$ cat config.mk
export PLATFORM = sky130hd
export DESIGN_NAME = sat_counter
export DESIGN_NICKNAME = d
export VERILOG_FILES = /design/src/rtl/sat_counter_pkg.sv /design/src/rtl/sat_counter.sv
export SDC_FILE = /design/constraint.sdc
export NUM_CORES = 1
export LEC_CHECK = 0
export ABC_CLOCK_PERIOD_IN_PS = 2600
export BUFFER_PORTS_ARGS = -buffer_cell sky130_fd_sc_hd__buf_2
export CORE_MARGIN = 10
export CORE_UTILIZATION = 35
export DETAILED_ROUTE_END_ITERATION = 10
export GPL_TIMING_DRIVEN = 0
export HOLD_SLACK_MARGIN = 0.12
export SKIP_LAST_GASP = 1
export SLEW_MARGIN = 20
export SYNTH_ARGS = -nofsm -noshare
export SYNTH_HDL_FRONTEND = slang
export SYNTH_SLANG_ARGS = --single-unit
$ cat constraint.sdc
create_clock -name clk -period 2.6 [get_ports clk]
set_clock_uncertainty 0.15 [all_clocks]
set_input_delay 0.52 -clock clk [delete_from_list [all_inputs] [get_ports clk]]
set_output_delay 0.52 -clock clk [all_outputs]
set_load 0.005 [all_outputs]
$ cat src/rtl/sat_counter_pkg.sv
// Shared types for the saturating/wrapping counter: bound-behaviour modes and
// the two-state control enum.
package sat_counter_pkg;

  typedef enum logic {
    MODE_LATCH = 1'b0,
    MODE_WRAP  = 1'b1
  } mode_e;

  typedef enum logic {
    RUN     = 1'b0,
    LATCHED = 1'b1
  } state_e;

endpackage

$ cat src/rtl/sat_counter.sv
// Bounded up/down counter that either freezes at a bound (LATCH) or wraps to
// the opposite bound (WRAP), with clear, clamped parallel load and a step pulse.
//
// state   | meaning
// --------+-------------------------------------------------------------
// RUN     | counting normally; en steps the count toward up/down
// LATCHED | a bound was reached in LATCH mode; count frozen until clr/load/rst
module sat_counter
  import sat_counter_pkg::*;
#(
  parameter int unsigned WIDTH   = 8,
  parameter int unsigned MIN_VAL = 0,
  parameter int unsigned MAX_VAL = (2**WIDTH) - 1,
  parameter mode_e       MODE    = MODE_LATCH
) (
  input  logic             clk,
  input  logic             rst,
  input  logic             en,
  input  logic             up,
  input  logic             clr,
  input  logic             load,
  input  logic [WIDTH-1:0] load_val,
  output logic [WIDTH-1:0] count,
  output logic             latched,
  output logic             tick,
  output logic             at_max,
  output logic             at_min
);

  if (MIN_VAL >= MAX_VAL ||
      longint'(MAX_VAL) > ((longint'(1) << WIDTH) - 1)) begin : g_bad_bounds
    $error("sat_counter: require MIN_VAL < MAX_VAL <= 2**WIDTH-1");
  end

  localparam logic [WIDTH-1:0] MIN_C = WIDTH'(MIN_VAL);
  localparam logic [WIDTH-1:0] MAX_C = WIDTH'(MAX_VAL);
  localparam logic [WIDTH-1:0] ONE   = WIDTH'(1);

  logic [WIDTH-1:0] count_q;
  state_e           state_q;
  logic             tick_q;
  logic [WIDTH-1:0] count_inc;
  logic [WIDTH-1:0] count_dec;

  function automatic logic [WIDTH-1:0] clamp(input logic [WIDTH-1:0] v);
    if (v <= MIN_C) return MIN_C;
    if (v >= MAX_C) return MAX_C;
    return v;
  endfunction

  // Only used away from the bound they approach, so neither can overflow.
  assign count_inc = count_q + ONE;
  assign count_dec = count_q - ONE;

  always_ff @(posedge clk) begin
    if (rst) begin
      count_q <= MIN_C;
      state_q <= RUN;
      tick_q  <= 1'b0;
    end else if (clr) begin
      count_q <= MIN_C;
      state_q <= RUN;
      tick_q  <= 1'b0;
    end else if (load) begin
      count_q <= clamp(load_val);
      state_q <= RUN;
      tick_q  <= 1'b0;
    end else if (en) begin
      tick_q <= 1'b0;
      if (MODE == MODE_WRAP) begin
        if (up) begin
          if (count_q == MAX_C) begin
            count_q <= MIN_C;
            tick_q  <= 1'b1;
          end else begin
            count_q <= count_inc;
          end
        end else begin
          if (count_q == MIN_C) begin
            count_q <= MAX_C;
            tick_q  <= 1'b1;
          end else begin
            count_q <= count_dec;
          end
        end
      end else if (state_q == RUN) begin
        // Reaching the bound, or pushing against one already held, latches.
        if (up) begin
          if (count_q == MAX_C || count_inc == MAX_C) begin
            state_q <= LATCHED;
            tick_q  <= 1'b1;
          end
          if (count_q != MAX_C) count_q <= count_inc;
        end else begin
          if (count_q == MIN_C || count_dec == MIN_C) begin
            state_q <= LATCHED;
            tick_q  <= 1'b1;
          end
          if (count_q != MIN_C) count_q <= count_dec;
        end
      end
    end else begin
      tick_q <= 1'b0;
    end
  end

  assign count   = count_q;
  assign latched = (state_q == LATCHED);
  assign tick    = tick_q;
  assign at_max  = (count_q == MAX_C);
  assign at_min  = (count_q == MIN_C);

endmodule

* Word-level counts from Yosys, hierarchy flattened
Cells that the tools add are included.
** Storage, ports and cells
- Memory bits (read-only) :: 0
- Bits in latches :: 0
- Register bits :: 10
- Memories kept :: 0
- Word-level logic and storage cells :: 47
- Bits of input ports :: 14
- RAM bits :: 0
- Output and inout bits :: 12
** Operators by class
- Reduce and logical (&&, ||, !) cells :: 11
- Divide/modulo/power cells :: 0
- Equal/unequal tests :: 5
- Multiply operators :: 0
- Order comparisons :: 2
- Add/subtract/negate cells :: 2
- Mux-type cells :: 23
- Bitwise gates (word level) :: 1
- Shifts and indexed selects :: 0
** Operator list (count)
- $mux W8 :: 10
- $eq A8 B8 Y1 const B :: 2
- $logic_not A8 Y1 :: 2
- $mux W1 :: 13
- $add A8 B1 Y8 const B :: 1
- $ge A8 B8 Y1 const B :: 1
- $le A8 B1 Y1 const B :: 1
- $ne A8 B8 Y1 const B :: 1
- $reduce_bool A8 Y1 :: 1
- $sub A8 B1 Y8 const B :: 1
- $reduce_or A5 Y1 :: 1
- $reduce_and A4 Y1 :: 1
- $ne A3 B1 Y1 const B :: 1
- $reduce_bool A3 Y1 :: 1
- $reduce_or A3 Y1 :: 1
- $logic_or A1 B1 Y1 :: 2
- $ne A2 B2 Y1 const B :: 1
- $reduce_bool A2 Y1 :: 1
- $reduce_or A2 Y1 :: 1
- $not A1 Y1 :: 1

* Logic depth before layout (Yosys ltp)
- Word-level depth :: 12
- Mapped depth :: 7
- Mapped depth without buffers :: 7

* Worst setup path before layout
Ideal clock, no wire load.
- Path kind :: input port to flip-flop
- Start point :: input up
- End point :: register count_q[5] (netlist: count[5])
- Cell stages on the path :: 6
- Setup slack :: 0.541 ns
- Library setup time :: 0.116 ns
- Required time :: 2.334 ns
- Data arrival time :: 1.793 ns
- Buffers on the path :: 1
- Cells stage by stage :: buf_4 > or3_2 > o32ai_1 > nand4_1 > xnor2_1 > o211a_1
** On the way
- Cells in the longest elaborated chain, start to end :: 4
- Elaborated cells on any way between the ends :: 7
- Classes of those cells :: 1 x eq/ne; 4 x mux; 2 x reduce/logical
** Ends and longest elaborated chain
- start: declaration :: RTL line sat_counter.sv:19 : input logic up,
- $mux W8 :: RTL line sat_counter.sv:88 : if (up) begin
- $mux W8 :: RTL line sat_counter.sv:86 : end else if (state_q == RUN) begin
- $mux W8 :: RTL line sat_counter.sv:68 : end else if (en) begin
- $mux W8 :: RTL line sat_counter.sv:64 : end else if (load) begin
- end signal: assignment :: RTL line sat_counter.sv:65 : count_q <= clamp(load_val);
- end signal: assignment :: RTL line sat_counter.sv:76 : count_q <= count_inc;
- end signal: assignment :: RTL line sat_counter.sv:93 : if (count_q != MAX_C) count_q <= count_inc;
- end: declaration :: RTL line sat_counter.sv:39 : logic [WIDTH-1:0] count_q;
Several ways; a longest one is shown, not always the timed one. The select of a mux whose other input is x is not followed.
A chain may end at the register's enable or synchronous reset.

* Final worst setup path
- Start point :: register count_q[3] (netlist: count[3])
- End point :: output at_min
** On the way
- Cells in the longest elaborated chain, start to end :: 1
** Ends and longest elaborated chain
- start signal: assignment :: RTL line sat_counter.sv:65
- start signal: assignment :: RTL line sat_counter.sv:76
- start signal: assignment :: RTL line sat_counter.sv:83 : count_q <= count_dec;
- $logic_not A8 Y1 :: RTL line sat_counter.sv:111 : assign at_min = (count_q == MIN_C);
- end: declaration :: RTL line sat_counter.sv:27 : output logic at_min
Every way passes these cells.

==> out/results.env <==
DETAIL_ROUTE.DRC_VIOLATIONS=0
CTS_INSERTED_BUFFERS=3
POWER_DENSITY_mW_PER_MM2=388
FINALPOWER_mW=0.434
UTILIZATION=0.443
MAX_CAP_VIOLATIONS=0
CTS.SINK_COUNT=10
CTS_ROOT_BUF='clkbuf_4'
POST_CTS.RESIZED_INSTANCES=0
CRITPATHMAXFANOUT=10
GRT_USAGE=0.0948
FINISH.NET_COUNT=163
HOLDBUFCOUNTCTS=0
IO_BUFFER_COUNT=24
TIMING.FINAL.CRIT_SHARE=0.942
POWER.STATIC_LEAKAGE_nW=0.516
MAXSLEWHEADROOM=0.654
YOSYS-TOP-CELLS-AREA='dfxtp_1 21%, xnor2_1 9.3%, ha_1 6.7%'
CP_NUM_BUF_INV=2
YOSYSSEQAREASHARE=0.213
TOTALNEGATIVESETUPSLACK_NS=0
OUTCOME='finished, final reports clean'
SUM_OF_NET_HALF_PERIMETERS_AFTER_DETAILED_PLACEMENT_UM=1870
CLKSLEWWORSTSETUPHOLDPATHS_NS=0.08
POST_SYNTH.CELL_AREA_AVG_SQ_UM=8.16
TIMING.CRITICAL_PATH.CELLS='buf_6 > or4_4 > nor4b_1 > buf_2'
POSTCTSSETUPREPAIRBUFS=0
CRIT_START_CATEGORY='flip-flop'
MOST-COMMON-LAYOUT-CELLS='26 x buf_2, 10 x xnor2_1, 10 x dfxtp_1, 9 x nand2_1'
N_FILL_CELL=271
GRT_REMAINING_OVERFLOW=0
CP_ARRIVAL_NS=1.78
WORSTSKEWPAIRLATENCY_NS=0.28
GRT_PASS1_VIAS=904
DESIGN_AREA_SQ_MM=0.00112
NUM_VIAS=916
GRT_START_MAX_NET_PINS=11
PATH_CLASS='flip-flop to output port'
POST_DP_CELL_AREA_SQ_MM=0.00110
LAYOUTNONFILLERINSTCOUNT=172
MAPPEDNETLISTNETS=134
DRIVE_GT1_FRAC=0.289
GRT_PASS1_WL_UM=4200
POWER_FRAC_CLOCK=0.272
HEIGHT_OF_THE_CHIP_UM=71.8
DESIGN.DIE.AREA_SQ_MM=0.00515
FINALMAXSLEWVIOLATIONS=0
TIMING.CRITICAL_PATH.TO_TYPE='output port'
CLOCK_TREE.BUFFER_DEPTH=2
INSERTEDDIODECOUNT=0
P_SEQ_FRAC=0.389
GP_CONGESTION=0.836
SYNTH_AREA_LEADER_CELL='dfxtp_1'
DETAIL_ROUTE.FIRST_PASS.ITERATIONS=4
UNREPAIRED_SETUP_ENDPOINTS_AFTER_GLOBAL_ROUTING='false'
CRITICAL-PATH-SLOWEST-CELL='or4_4'
AVGVIACOUNTPERCELL=5.33
ANTENNA_LEFT=0
WORST_EP_REQUIRED_TIME_NS=1.93
DETAILEDROUTE.FIRSTITERATIONVIOLATIONS=26
DIEWIDTH_UM=71.8
ANTENNA_FOUND_INITIAL=0
SETUP_VIOLATIONS=0
TIMING_WORST_SLEW_PIN_VALUE_NS=0.517
POWER.SHARE.SWITCHING=0.339
FMAX_ACHIEVED_GHz=0.408
POSTSYNTHREGISTERBITS=10
DP_CELLS=169
SYN_AREA_SQ_UM=938
REPORT.FINAL.HOLD_VIOL_COUNT=0
ROUTED_WL_UM=2390
PLACEABLECOREAREA_SQ_MM=0.00252
VDD_DROP_MAX_mV=0.221
CTSHTREEMAXLEVEL=1
NUM_IO_PINS=26
WORST_HOLD_PATH_TYPE='input port to flip-flop'
FLOORPLAN.ROWS=18
CRITICAL-PATH-MAX-STAGE-DELAY_NS=0.56
TIMING.FINAL.CRIT_PERIOD_NS=2.45
CRITICAL_PATH.TOP_DELAY_FAMILY='simple AND/OR/NAND/NOR gates'
POWER.COMBINATIONAL.FRACTION=0.339
POWER_SWITCHING_mW=0.147
SYN-INSTANCE-COUNT=115
ROUTED_WIRE_LENGTH_PER_INSTANCE_UM=13.9
TRITONCTS='built'
YOSYSTOPAREACELLSHARE=0.213
YOSYSUNIQUECELLTYPES=39
INITIAL_UTILIZATION=0.372
MOSTFREQUENTLAYOUTCELL='buf_2'
YOSYS_WARNINGS=0
INTERNAL_POWER_mW=0.286
AREA.GROWTH.SYNTH_TO_FINAL_PCT=19.2
==> cell type report <==
cell class,instances,area [sq um],share of cell area
Sequential cell,10,200,0.179
Tap cell,30,37.5,0.0336
Multi-Input combinational cell,91,649,0.581
Clock buffer,3,22.5,0.0201
Buffer,9,70.1,0.0626
Timing Repair Buffer,24,120,0.107
Inverter,5,18.8,0.0168
==> synth_stat cells (all sizes together) <==
cell and count:
a211oi 1, a21boi 1, a21oi 6, a31oi 1, and4 1, buf 7
clkbuf 2, dfxtp 10, ha 5, inv 5, mux2i 2, nand2 9
nand2b 5, nand3 4, nand4 7, nand4b 1, nor2 7, nor2b 3
nor3 4, nor3b 1, nor4 1, nor4b 1, o2111ai 1, o211a 5
o21ai 5, o22ai 1, o2bb2ai 1, o31ai 1, o32ai 1, or2 1
or3 3, or4 1, xnor2 10, xor2 1
==> tightest hold or removal path: stages <==
cell	delay, ns
buf_2	0.09
nor3_1	0.05
nand2_1	0.06
a21oi_1	0.04
==> final timing paths <==
check	slack, ns	cells past startpoint	from	end
hold / removal	0.36	4	rst	tick
setup reg to reg	0.49	7	count[1]	count[4]
setup / recovery	0.15	4	count[3]	at_min
hold reg to reg	0.46	2	latched	latched
==> metal layers <==
layer / track usage / routed length [um]
met1: 0.118 / 1130
met2: 0.150 / 1090
met3: 0.0331 / 150
met4: 0.0258 / 23
met5: 0 / 0
==> metrics by stage <==
step / worst slack, ns / hold WS [ns]
final: 0.151 / 0.361
after global routing: 0.0701 / 0.386
after CTS: 0.151 / 0.369
after detailed placement: 0.451 / 0.437
after global placement: 0.433 / 0.410
after floorplan: 0.541 / 0.403
==> power by group through the flow <==
stage	logic (mW)	registers (mW)	clock network, mW
2_1_floorplan	0.109	0.172	0
3_3_place_gp	0.145	0.172	0
3_5_place_dp	0.146	0.172	0
4_1_cts	0.148	0.169	0.115
5_1_grt	0.164	0.170	0.124
6_report	0.147	0.168	0.118
==> logic make-up (layout without fill, tap and decap cells) <==
group / after synthesis / in the layout / share of synthesized area
compound gates: 24 / 24 / 0.184
flops: 10 / 10 / 0.213
buf+inv: 14 / 41 / 0.0947
fa+ha+maj: 5 / 5 / 0.0667
simple gates: 49 / 49 / 0.317
xor+xnor: 11 / 11 / 0.103
mux: 2 / 2 / 0.0213
==> registers in the layout, indices dropped and copies added, names as in the netlist <==
name	count
count	8
tick	1
latched	1
Power figures use the tool's default switching activity.
